**src/rtl/sobel_line_buffer_if.sv**
```systemverilog
// Pixel-stream bundle between the raster source, sobel_line_buffer and the
// downstream Sobel window controller.
interface sobel_line_buffer_if #(
  parameter int PIXEL_WIDTH = 8
);
  logic                   frame_start_i;
  logic                   px_rdy_i;
  logic [PIXEL_WIDTH-1:0] in_px_i;
  logic                   in_ready_o;
  logic                   start_sobel_o;
  logic                   px_rdy_o;
  logic [PIXEL_WIDTH-1:0] out_px_o;
  logic                   frame_done_o;

  // The pixel source drives the inputs and observes the emitted triples.
  modport master (
    output frame_start_i, px_rdy_i, in_px_i,
    input  in_ready_o, start_sobel_o, px_rdy_o, out_px_o, frame_done_o
  );

  modport slave (
    input  frame_start_i, px_rdy_i, in_px_i,
    output in_ready_o, start_sobel_o, px_rdy_o, out_px_o, frame_done_o
  );
endinterface

```
**src/rtl/sobel_line_buffer.sv**
```systemverilog
// Two-row line buffer that serialises vertical pixel triples for the Sobel window.
// Optional macro LINEBUF_TOP_REPLICATE_EN: rows 0/1 also emit, replicating the top border.
module sobel_line_buffer #(
  parameter int PIXEL_WIDTH = 8,
  parameter int IMG_WIDTH   = 160,
  parameter int IMG_HEIGHT  = 120
) (
  input  logic               clk_i,
  input  logic               nreset_i,
  sobel_line_buffer_if.slave bus
);

  localparam int XW = $clog2(IMG_WIDTH);
  localparam int YW = $clog2(IMG_HEIGHT);
  localparam logic [XW-1:0] X_LAST = XW'(IMG_WIDTH - 1);
  localparam logic [YW-1:0] Y_LAST = YW'(IMG_HEIGHT - 1);

  typedef enum logic [2:0] {
    IDLE,
    EMIT0,
    EMIT1,
    EMIT2,
    ROW_GAP
  } state_t;

  state_t                 state;
  logic [XW-1:0]          x;
  logic [YW-1:0]          y;
  logic [PIXEL_WIDTH-1:0] mid_q;
  logic [PIXEL_WIDTH-1:0] bot_q;
  logic                   last_col_q;
  logic                   last_row_q;

  logic                   in_ready_q;
  logic                   start_sobel_q;
  logic                   px_rdy_q;
  logic [PIXEL_WIDTH-1:0] out_px_q;
  logic                   frame_done_q;

  // lb0 holds row y-2, lb1 holds row y-1 at every column.
  logic [PIXEL_WIDTH-1:0] lb0 [IMG_WIDTH];
  logic [PIXEL_WIDTH-1:0] lb1 [IMG_WIDTH];

  logic                   accept;
  logic                   emit_row;
  logic [PIXEL_WIDTH-1:0] top_w;
  logic [PIXEL_WIDTH-1:0] mid_w;
  logic [PIXEL_WIDTH-1:0] bot_w;

  // A frame restart outranks a simultaneous pixel.
  assign accept = bus.px_rdy_i && in_ready_q && !bus.frame_start_i;

  // NOTE: every signal written here gets a value on every path, otherwise
  // synthesis infers a latch to hold the missing case.
  always_comb begin
    bot_w = bus.in_px_i;
`ifdef LINEBUF_TOP_REPLICATE_EN
    emit_row = 1'b1;
    if (y == '0) begin
      top_w = bus.in_px_i;
      mid_w = bus.in_px_i;
    end else if (y == YW'(1)) begin
      top_w = lb1[x];
      mid_w = lb1[x];
    end else begin
      top_w = lb0[x];
      mid_w = lb1[x];
    end
`else
    emit_row = (y >= YW'(2));
    top_w    = lb0[x];
    mid_w    = lb1[x];
`endif
  end

  // NOTE: the line buffers are deliberately left out of reset; a resettable
  // array cannot map onto RAM, and rows y<2 never expose stale contents.
  always_ff @(posedge clk_i) begin
    if (accept) begin
      lb0[x] <= lb1[x];
      lb1[x] <= bus.in_px_i;
    end
  end

  // NOTE: all state and outputs use non-blocking assignment so every register
  // samples pre-edge values regardless of statement order.
  always_ff @(posedge clk_i or negedge nreset_i) begin
    if (!nreset_i) begin
      state         <= IDLE;
      x             <= '0;
      y             <= '0;
      mid_q         <= '0;
      bot_q         <= '0;
      last_col_q    <= 1'b0;
      last_row_q    <= 1'b0;
      in_ready_q    <= 1'b0;
      start_sobel_q <= 1'b0;
      px_rdy_q      <= 1'b0;
      out_px_q      <= '0;
      frame_done_q  <= 1'b0;
    end else begin
      px_rdy_q     <= 1'b0;
      out_px_q     <= '0;
      frame_done_q <= 1'b0;

      if (bus.frame_start_i) begin
        state         <= IDLE;
        x             <= '0;
        y             <= '0;
        in_ready_q    <= 1'b1;
        start_sobel_q <= 1'b0;
      end else begin
        if (accept) begin
          if (x == X_LAST) begin
            x <= '0;
            y <= (y == Y_LAST) ? '0 : y + YW'(1);
          end else begin
            x <= x + XW'(1);
          end
        end

        unique case (state)
          IDLE, EMIT2: begin
            if (state == EMIT2 && last_col_q) begin
              state         <= ROW_GAP;
              in_ready_q    <= 1'b0;
              start_sobel_q <= 1'b0;
              frame_done_q  <= last_row_q;
            end else if (accept && emit_row) begin
              state         <= EMIT0;
              in_ready_q    <= 1'b0;
              start_sobel_q <= 1'b1;
              px_rdy_q      <= 1'b1;
              out_px_q      <= top_w;
              mid_q         <= mid_w;
              bot_q         <= bot_w;
              last_col_q    <= (x == X_LAST);
              last_row_q    <= (y == Y_LAST);
            end else begin
              state      <= IDLE;
              in_ready_q <= 1'b1;
            end
          end
          EMIT0: begin
            state    <= EMIT1;
            px_rdy_q <= 1'b1;
            out_px_q <= mid_q;
          end
          EMIT1: begin
            // The next pixel may be taken during the final beat unless the row ends.
            state      <= EMIT2;
            px_rdy_q   <= 1'b1;
            out_px_q   <= bot_q;
            in_ready_q <= !last_col_q;
          end
          ROW_GAP: begin
            state      <= IDLE;
            in_ready_q <= 1'b1;
          end
          default: begin
            state      <= IDLE;
            in_ready_q <= 1'b1;
          end
        endcase
      end
    end
  end

  assign bus.in_ready_o    = in_ready_q;
  assign bus.start_sobel_o = start_sobel_q;
  assign bus.px_rdy_o      = px_rdy_q;
  assign bus.out_px_o      = out_px_q;
  assign bus.frame_done_o  = frame_done_q;

endmodule

```
**src/flat_wrapper.sv**
```systemverilog
// flat-port wrapper written by rule: the top's interface ports become plain ports
module sobel_line_buffer_flat 
#(
  parameter int PIXEL_WIDTH = 8,
  parameter int IMG_WIDTH   = 160,
  parameter int IMG_HEIGHT  = 120
)
  (clk_i, nreset_i, bus_frame_start_i, bus_px_rdy_i, bus_in_px_i, bus_in_ready_o, bus_start_sobel_o, bus_px_rdy_o, bus_out_px_o, bus_frame_done_o);
  sobel_line_buffer_if #(.PIXEL_WIDTH(PIXEL_WIDTH)) bus_i ();
  input  logic clk_i;
  input  logic nreset_i;
  input wire logic [$bits(bus_i.frame_start_i)-1:0] bus_frame_start_i;
  input wire logic [$bits(bus_i.px_rdy_i)-1:0] bus_px_rdy_i;
  input wire logic [$bits(bus_i.in_px_i)-1:0] bus_in_px_i;
  output wire logic [$bits(bus_i.in_ready_o)-1:0] bus_in_ready_o;
  output wire logic [$bits(bus_i.start_sobel_o)-1:0] bus_start_sobel_o;
  output wire logic [$bits(bus_i.px_rdy_o)-1:0] bus_px_rdy_o;
  output wire logic [$bits(bus_i.out_px_o)-1:0] bus_out_px_o;
  output wire logic [$bits(bus_i.frame_done_o)-1:0] bus_frame_done_o;
  assign bus_i.frame_start_i = bus_frame_start_i;
  assign bus_i.px_rdy_i = bus_px_rdy_i;
  assign bus_i.in_px_i = bus_in_px_i;
  assign bus_in_ready_o = bus_i.in_ready_o;
  assign bus_start_sobel_o = bus_i.start_sobel_o;
  assign bus_px_rdy_o = bus_i.px_rdy_o;
  assign bus_out_px_o = bus_i.out_px_o;
  assign bus_frame_done_o = bus_i.frame_done_o;
  sobel_line_buffer #(.PIXEL_WIDTH(PIXEL_WIDTH), .IMG_WIDTH(IMG_WIDTH), .IMG_HEIGHT(IMG_HEIGHT)) u_core (.clk_i(clk_i), .nreset_i(nreset_i), .bus(bus_i));
endmodule
```
**config.mk**
```make
export PLATFORM = sky130hd
export DESIGN_NAME = sobel_line_buffer_flat
export DESIGN_NICKNAME = d
export VERILOG_FILES = /design/src/rtl/sobel_line_buffer_if.sv /design/src/rtl/sobel_line_buffer.sv /design/src/flat_wrapper.sv
export SDC_FILE = /design/constraint.sdc
export NUM_CORES = 2
export LEC_CHECK = 0
export ABC_AREA = 1
export CAP_MARGIN = 40
export CELL_PAD_IN_SITES_DETAIL_PLACEMENT = 1
export CELL_PAD_IN_SITES_GLOBAL_PLACEMENT = 2
export CORE_ASPECT_RATIO = 0.75
export CORE_UTILIZATION = 45
export CTS_CLUSTER_SIZE = 30
export DETAILED_ROUTE_END_ITERATION = 12
export PLACE_DENSITY = 0.86
export SLEW_MARGIN = 0
export SYNTH_ARGS = -nofsm -noshare
export SYNTH_HDL_FRONTEND = slang
export SYNTH_SLANG_ARGS = --single-unit
```
**constraint.sdc**
```tcl
create_clock -name clk_i -period 14.7 [get_ports clk_i]
set_input_delay 2.94 -clock clk_i [delete_from_list [all_inputs] [get_ports clk_i]]
set_output_delay 2.94 -clock clk_i [all_outputs]
set_load 0.05 [all_outputs]
```
==> reports/metrics.cfg <==
[timing]
hold_violations = 0
post-route-period-util_pct = 48.0
report.final.slew_viol_count = 0
final.setup_skew_ns = 0.0968
fin_tns_setup_ns = 0
worstMarginPinSlew_ns = 1.03
fmax_mhz = 142
rsz0062_at_grt = no
setup_viol = 0
slew_headroom_pct = 31.4
period_minus_slack_ns = 7.05

[clocking]
htreeDepth = 4
cts.sinks = 2608
ctsLongestPathBuffers = 4
cts.clk_slew.worst_paths_ns = 0.06
cts_setup_buffers = 0
numCtsBuffers = 248
cts_resized = 0
cts_hold_buf = 0
cts_tree = yes
clk_root_buffer_cell = clkbuf_16
clock_latency_ns = 0.93

[cells_and_area]
num-fill-cells = 24300
final_cell_mix = edfxtp_1, nand2_1, nor2_1
layout_commonest_cell = edfxtp_1
areaGrowthSynthToFinish_pct = 11.2
stdcell_count = 12400
drive_gt1_share_pct = 7.56
final_cell_area_mm2 = 0.118
final_nets = 9144

[synth]
yosys-top-cells-area = edfxtp_1, nand2_1, nor2_1
synth_top_area_share_pct = 72.3
syn_inst = 9079
avgSynthCellArea_um2 = 11.7
synth_nets = 9097
synth-seq-cells = 2608
ys_types = 45
synth-edff-count = 2560
ys_seq_area_share_pct = 73.5
yosys_warnings = 0
synth_top_cell_by_area = edfxtp_1
syn-cell-area_mm2 = 0.106
ys.flop_type = edfxtp_1
synthArstFlopShare_pct = 1.84

[route]
wl_met2_um = 157000
topRoutingLayerUsed = met5
post_drt_wl_per_cell_um = 28.1
wl_met1_um = 147000
drtPass1Iterations = 8
num_vias = 73000
ant_nets = 0
viasPerCell = 5.87
routed_wl_um = 350000
route.met3.wl_um = 33500
drtIter0Drc = 9724
drc = 0

[setup_path]
rrSetupSlack_ns = 7.65
cp.required_ns = 15.33
crit_path_end_kind = flip-flop
cp-start-kind = flip-flop
cp_max_fo = 147
timing_worst_setup_path_type = flip-flop to flip-flop
cp_data_arrival_time_ns = 7.68

[placed_design]
dp_cells = 12000
post_dp_cell_area_mm2 = 0.110
finalWeightedCongestion = 0.872
dpl.hpwl_um = 208000
numPortBuffers = 23

[global_route]
grt_pass1_wl_um = 506000
grt_overflow_total = 0
grt_pass1_vias = 73400
grt_max_degree = 164
grtUsageTotal_pct = 29.0
antenna_found_initial = 22

[job]
maxCapViolations = 0

[power_and_ir_drop]
power_density_mw_per_mm2 = 138
leakage_uw = 0.0421
ir_drop_mv = 0.120

[worst_hold_path]
hold_path_class = flip-flop to flip-flop

[die]
io_pins = 24
chipHeight_um = 423
die_width_um = 563
coreArea_mm2 = 0.235
start_util_pct = 45.3
rows = 154
dieArea_mm2 = 0.238

[outcome]
status = finished clean

[flip-flops by register name, indices dropped and copies added, names as in the netlist]
signal,count
u_core.bus.px_rdy_o,1
u_core.state,3
u_core.bus.start_sobel_o,1
u_core.bus.out_px_o,8
u_core.x,8
u_core.lb0,1280
u_core.last_col_q,1
u_core.lb1,1280
u_core.last_row_q,1
u_core.bus.in_ready_o,1
u_core.bus.frame_done_o,1
u_core.bot_q,8
u_core.y,7
u_core.mid_q,8
[routing by layer]
layer  track usage [%]  up-vias
li1                  -    31400
met1              41.6    37500
met5                 0        -
met4              9.69        8
met2              44.5     3459
met3              5.54      600
[logic make-up after synthesis]
kind of cell / after synthesis / share of synthesized area, %
DFF: 2608 / 73.5
AOI/OAI and AO/OA: 1526 / 7.55
and+or+nand+nor: 4011 / 14.6
buffers and inverters: 927 / 4.28
xor gates and xnor gates: 1 / 0.00824
adders and majority gates: 6 / 0.0706
[Yosys cell counts, types with 2 or more instances]
| master | n |
|---|---|
| o21ai_0 | 925 |
| a21oi_1 | 62 |
| nand2_2 | 2 |
| clkbuf_1 | 131 |
| buf_2 | 236 |
| buf_6 | 62 |
| nor2_2 | 2 |
| nor2_1 | 1704 |
| clkinv_1 | 4 |
| o21ai_1 | 260 |
| dfrtp_1 | 48 |
| inv_2 | 7 |
| edfxtp_1 | 2560 |
| nand2_1 | 2025 |
| buf_4 | 77 |
| nor3_2 | 2 |
| nor3_1 | 10 |
| inv_1 | 387 |
| nand3_2 | 4 |
| nand3_1 | 203 |
| o22ai_1 | 267 |
| ha_1 | 6 |
| nor4_1 | 2 |
| buf_1 | 19 |
| nand4_1 | 51 |
| inv_4 | 2 |
| o211ai_2 | 3 |
[where the power goes]
| part | internal (uW) | switching [uW] |
|---|---|---|
| clock network | 3490 | 2840 |
| registers | 8340 | 16.1 |
| logic | 317 | 1250 |
[final cells by class]
cell class | instances | area [um^2] | share of cell area (%)
Antenna cell | 5 | 12.5 | 0.0106
Timing Repair Buffer | 324 | 3110 | 2.63
Tap cell | 3120 | 3900 | 3.30
Multi-Input combinational cell | 5544 | 23800 | 20.1
Clock buffer | 320 | 6650 | 5.63
Clock inverter | 127 | 1120 | 0.946
Inverter | 400 | 1540 | 1.30
Sequential cell | 2608 | 78100 | 66.1
[path summary, 6_finish.rpt]
check                                      from           endpoint  cells after the start
worst max-delay path                u_core.x[0]  u_core.lb0[57][4]                     16
worst min-delay path            u_core.mid_q[7]    u_core.mid_q[7]                      2
worst max register to register      u_core.x[0]  u_core.lb0[57][4]                     16
worst min register to register  u_core.mid_q[7]    u_core.mid_q[7]                      2
max in group asynchronous              nreset_i        u_core.x[0]                      2
min in group asynchronous              nreset_i    u_core.state[1]                      2
[stage by stage]
step           total power (uW)  setup slack (ns)  util, %  hold WS [ns]
2_1_floorplan              9390              9.79        -         0.449
3_3_place_gp               9980              7.78     46.8         0.472
3_5_place_dp              10100              7.92     47.0         0.465
4_1_cts                   16300              7.90     50.3         0.482
5_1_grt                   16600              7.53     50.4         0.506
6_report                  16300              7.65     50.4         0.482
[worst max-delay path, stage by stage (launching register included)]
cell and delay, ns:
dfrtp_4 0.73, inv_16 0.45, buf_12 0.52, buf_4 0.76, o21ai_0 0.22, o22ai_1 0.48, nand2_1 0.21, nand2_1 0.11
nor2_1 0.05, nor2_1 0.49, nor2_1 0.19, nand2_1 0.11, nand2_1 0.10, nand3_4 0.58, buf_4 0.74, buf_4 0.35
buf_16 0.29
Note: power is estimated with default switching activity, not from simulation.
